===== src/rtl/aes_pkg.sv =====
// Shared AES decryption-datapath types, constants and helpers.
package aes_pkg;

  localparam int unsigned AES_NR  = 10;
  localparam int unsigned STATE_W = 128;
  localparam int unsigned ROUND_W = 4;

  typedef logic [STATE_W-1:0] state_t;
  typedef logic [ROUND_W-1:0] round_t;

  // Occupancy of a 2-entry skid buffer.
  typedef enum logic [1:0] {
    SKID_EMPTY = 2'd0,
    SKID_ONE   = 2'd1,
    SKID_TWO   = 2'd2
  } skid_state_e;

  // InvMixColumns is skipped for the first and last key additions and for
  // any out-of-range index.
  function automatic logic mc_needed(input round_t round, input round_t nr);
    return (round != '0) && (round != nr) && (round <= nr);
  endfunction

endpackage


===== src/rtl/aes_skid_buf.sv =====
// Generic 2-entry valid/ready skid buffer: main output register plus one
// skid register, registered in_ready, strict FIFO order.
module aes_skid_buf
  import aes_pkg::*;
#(
  parameter int unsigned W = 8
) (
  input  logic         clk,
  input  logic         rst_n,
  input  logic         in_valid,
  output logic         in_ready,
  input  logic [W-1:0] in_data,
  output logic         out_valid,
  input  logic         out_ready,
  output logic [W-1:0] out_data
);

  skid_state_e  state_q, state_d;
  logic [W-1:0] main_q, main_d;
  logic [W-1:0] skid_q, skid_d;
  logic         in_ready_q, in_ready_d;
  logic         accept, drain;

  assign accept    = in_valid && in_ready_q;
  assign out_valid = (state_q != SKID_EMPTY);
  assign drain     = out_valid && out_ready;
  assign in_ready  = in_ready_q;
  assign out_data  = main_q;

  // State register and storage.
  always_ff @(posedge clk or negedge rst_n) begin
    if (!rst_n) begin
      state_q    <= SKID_EMPTY;
      main_q     <= '0;
      skid_q     <= '0;
      in_ready_q <= 1'b0;
    end else begin
      state_q    <= state_d;
      main_q     <= main_d;
      skid_q     <= skid_d;
      in_ready_q <= in_ready_d;
    end
  end

  // Next occupancy and data movement; in_ready follows the next state so it
  // never looks at out_ready combinationally.
  always_comb begin
    state_d = state_q;
    main_d  = main_q;
    skid_d  = skid_q;
    unique case (state_q)
      SKID_EMPTY: begin
        if (accept) begin
          main_d  = in_data;
          state_d = SKID_ONE;
        end
      end
      SKID_ONE: begin
        if (accept && drain) begin
          main_d = in_data;
        end else if (accept) begin
          skid_d  = in_data;
          state_d = SKID_TWO;
        end else if (drain) begin
          state_d = SKID_EMPTY;
        end
      end
      SKID_TWO: begin
        if (drain) begin
          main_d  = skid_q;
          state_d = SKID_ONE;
        end
      end
      default: state_d = SKID_EMPTY;
    endcase
    in_ready_d = (state_d != SKID_TWO);
  end

endmodule


===== src/rtl/inv_add_round_key_stage.sv =====
// Registered AddRoundKey stage of the AES decryption datapath, with the
// InvMixColumns enable for the next stage and a sticky bad-index flag.
module inv_add_round_key_stage
  import aes_pkg::*;
#(
  parameter int unsigned NR = AES_NR,
  parameter int unsigned RW = ROUND_W
) (
  input  logic               clk,
  input  logic               rst_n,
  input  logic               in_valid,
  output logic               in_ready,
  input  logic [STATE_W-1:0] in_state,
  input  logic [STATE_W-1:0] in_round_key,
  input  logic [RW-1:0]      in_round,
  output logic               out_valid,
  input  logic               out_ready,
  output logic [STATE_W-1:0] out_state,
  output logic [RW-1:0]      out_round,
  output logic               out_mc_en,
  output logic               err
);

  localparam int unsigned   PW   = STATE_W + RW + 1;
  localparam logic [RW-1:0] NR_R = RW'(NR);

  logic          in_fire;
  logic          mc_en;
  logic [PW-1:0] in_payload;
  logic [PW-1:0] out_payload;
  logic          err_q, err_d;

  assign in_fire    = in_valid && in_ready;
  assign mc_en      = mc_needed(round_t'(in_round), round_t'(NR_R));
  assign in_payload = {in_state ^ in_round_key, in_round, mc_en};

  aes_skid_buf #(
    .W (PW)
  ) u_skid (
    .clk       (clk),
    .rst_n     (rst_n),
    .in_valid  (in_valid),
    .in_ready  (in_ready),
    .in_data   (in_payload),
    .out_valid (out_valid),
    .out_ready (out_ready),
    .out_data  (out_payload)
  );

  assign {out_state, out_round, out_mc_en} = out_payload;
  assign err = err_q;

  // Sticky error: set when an out-of-range index is accepted.
  always_comb begin
    err_d = err_q;
    if (in_fire && (in_round > NR_R)) begin
      err_d = 1'b1;
    end
  end

  // Error flag register.
  always_ff @(posedge clk or negedge rst_n) begin
    if (!rst_n) begin
      err_q <= 1'b0;
    end else begin
      err_q <= err_d;
    end
  end

endmodule

===== config.mk =====
export PLATFORM = sky130hd
export DESIGN_NAME = inv_add_round_key_stage
export DESIGN_NICKNAME = d
export VERILOG_FILES = /design/src/rtl/aes_pkg.sv /design/src/rtl/aes_skid_buf.sv /design/src/rtl/inv_add_round_key_stage.sv
export SDC_FILE = /design/constraint.sdc
export NUM_CORES = 1
export LEC_CHECK = 0
export BUFFER_PORTS_ARGS = -buffer_cell sky130_fd_sc_hd__buf_2
export CAP_MARGIN = 20
export CORE_MARGIN = 3
export CORE_UTILIZATION = 29
export CTS_BUF_LIST = sky130_fd_sc_hd__clkbuf_4
export CTS_CLUSTER_SIZE = 30
export DETAILED_ROUTE_END_ITERATION = 7
export PLACE_DENSITY_LB_ADDON = 0.3
export SLEW_MARGIN = 30
export SYNTH_ARGS = -nofsm -noshare
export SYNTH_HDL_FRONTEND = slang
export SYNTH_SLANG_ARGS = --single-unit

===== constraint.sdc =====
create_clock -name clk -period 2.42 [get_ports clk]
set_input_delay 0.121 -clock clk [delete_from_list [all_inputs] [get_ports clk]]
set_output_delay 0.121 -clock clk [all_outputs]
set_load 0.02 [all_outputs]

==> metrics.md <==
| Metric | Value |
|---|---|
| DRC Markers | `0` |
| Final non-filler cell area | `0.01961 mm2` |
| Startpoint Class | `register` |
| Die height | `218.9 um` |
| First-pass detailed-route iteration total | `4` |
| Synth Area per Inst | `15.19 um2` |
| Clock-pin slew on the worst setup and hold paths | `60 ps` |
| Die area | `0.04790 mm2` |
| Layout Nets | `1855` |
| Gate Count Post-Synth | `865` |
| PortBufs | `399` |
| GRT Total Usage | `0.1415` |
| Number of synthesized register bits | `270` |
| Core ar. | `0.04451 mm2` |
| CTS max path bufs | `3` |
| First-pass GRT wire length | `54.34 mm` |
| CP arrival | `1850 ps` |
| CP Max Fanout | `9` |
| Layout cells sized above 1 | `0.5778` |
| Largest net degree at the start of global routing | `72` |
| Via density | `4.260` |
| Vias in the first global route | `10640` |
| Area delta synth->final | `49.24%` |
| Hold WC Path Type | `primary input to register` |
| Peak VDD IR | `0.0004859 V` |
| Starting density of the core | `0.2952` |
| Distinct cells, synth | `27` |
| Relative slew slack | `0.6835` |
| Multi-input logic area | `0.006037 mm2` |
| Fill cells | `4093` |
| Slew Limit Fails | `0` |
| Post-CTS sizing | `0` |
| Synth warn | `0` |
| Die width | `218.9 um` |
| Commonest cells after routing, fill and taps aside | `398 x buf_2, 327 x mux2_2, 270 x dfrtp_1` |
| DR vias | `9576` |
| LEAKAGE | `9.104 nW` |
| Max Freq | `0.5069 GHz` |
| Mapped Area | `0.01314 mm2` |
| Final ANT Viol Nets | `0` |
| Worst Tran Pin Value | `474.8 ps` |
| H-tree Lvls | `3` |
| Total power | `0.02058 W` |
| Routed WL | `33.98 mm` |
| Area share of the largest cell type after synthesis | `0.5142` |
| Endpoints failing setup | `0` |
| TritonCTS Buffers | `78` |
| Clk sinks | `270` |
| RSZ-0062 raised after global routing | `false` |
| P per Cell Area | `1050 mW/mm2` |
| Post-synthesis net count | `1129` |
| Tmin final | `1973 ps` |
| Cell Area, Placed | `0.01591 mm2` |
| Setup TNS | `0 ps` |
| Final worst-path cycle share | `0.8152` |
| GRT overflow | `0` |
| Critical Path RT | `2300 ps` |
| Post-DP HPWL | `21.76 mm` |
| Register area | `0.006756 mm2` |
| Io pins | `400` |
| Area leader, netlist | `dfrtp_1` |
| CTS tree | `done` |
| Post-CTS Setup Bufs | `0` |
| Clk Latency, worst-skew pair | `770 ps` |
| CP Class | `register to output port` |
| Area contributors post-synth | `dfrtp_1 51%, mux2_2 28%, xor2_1 8.5%` |
| DR iter-0 viols | `261` |
| CP Capture Type | `output port` |
| Clock skew | `21.78 ps` |
| Number of max-cap violations | `0` |
| Root buffer cell | `clkbuf_4` |
| Run status | `finished, final reports clean` |
| Sequential area share after synthesis | `0.5142` |
| Gpl congestion | `0.6978` |
| Routed len/inst | `15.11 um` |
| Final hold vios | `0` |
| Leading cell type in the layout, fill and taps excluded | `buf_2` |
| Final core utilization | `0.4406` |
| Cell Rows | `77` |
| Initial antenna violation count | `3` |
## Yosys cell counts
cell      instances
xor2_1          128
buf_4             9
nand3_1           1
o311ai_0          1
buf_6            17
buf_2            18
mux2i_1           2
mux2_2          327
inv_1             1
and3b_1           1
o22ai_1           1
a21oi_1           3
a21o_1            1
nor2_1            2
nand2b_1          1
or2_2             2
dfrtp_1         270
or3_1             1
nor2b_2           1
o211a_1           1
nand3b_1          1
o31ai_4           1
nand2_1           2
clkbuf_1          1
and2_1            1
mux2_4           70
o21bai_1          1
## kinds of logic after synthesis
family          Yosys count  synth area share
simple gates             13          0.005810
flops                   270            0.5142
buf+inv                  46           0.02714
mux                     399            0.3617
xor+xnor                128           0.08532
compound gates            9          0.005809
## cell type report
type / count / share of cell area
well taps: 592 / 0.03777
clock buffers: 118 / 0.04517
flip-flops and latches: 270 / 0.3445
inverters: 1 / 0.0001914
repair buffers: 691 / 0.2580
multi-input cells: 549 / 0.3079
diodes: 5 / 0.0006380
clock inverters: 22 / 0.005806
## worst max-delay path, cell delays in order, from the launching register on
cell and delay, ps:
dfrtp_1 500, or2_2 410, buf_2 180
## per-stage QoR
step	worst slack [ps]	hold WS (ps)	cells
floorplan	639.9	-174.6	865
global placement	532.2	94.56	1836
detailed placement	473.4	94.25	1836
CTS	281.1	70.92	2243
global route	253.1	94.23	2247
finish	447.2	206.2	2248
## path summary, 6_finish.rpt
path | startpoint | endpoint | slack [ps] | depth (start not counted)
max reg2reg | u_skid.state_q[1]$_DFF_PN0_ | u_skid.skid_q[81]$_DFFE_PN0P_ | 470 | 4
min in group asynchronous | rst_n | u_skid.skid_q[91]$_DFFE_PN0P_ | 560 | 4
max in group asynchronous | rst_n | err$_DFFE_PN0P_ | 1500 | 4
min | in_round[1] | u_skid.skid_q[2]$_DFFE_PN0P_ | 210 | 3
min reg2reg | u_skid.out_data[87]$_DFFE_PN0P_ | u_skid.out_data[87]$_DFFE_PN0P_ | 500 | 1
max | u_skid.state_q[1]$_DFF_PN0_ | out_valid | 450 | 2
## registers in the layout, summed over array words and instances (netlist names)
register	flops
u_skid.out_data	133
u_skid.skid_q	133
u_skid.state_q	2
err	1
u_skid.in_ready	1
## repair_timing
action,4_1_cts,5_1_grt
endpoints found under the hold margin,540,0
hold buffers,267,0
endpoints found under the setup margin,0,0
## metal layers
layer | global-route usage | part of all wire
met1 | 0.1645 | 0.41
met2 | 0.2394 | 0.49
met4 | 0.04731 | 0.018
met3 | 0.05456 | 0.081
met5 | 0 | 0
## power breakdown
| part | total [W] | switching, W | internal [W] | leakage (nW) |
|---|---|---|---|---|
| Combinational | 0.00831 | 0.00386 | 0.00446 | 5.31 |
| Clock | 0.00430 | 0.00197 | 0.00233 | 0.607 |
| Sequential | 0.00797 | 0.00117 | 0.00680 | 3.19 |
| Total | 0.0206 | 0.00699 | 0.0136 | 9.10 |
No activity file was read; power rests on OpenSTA's default activity.
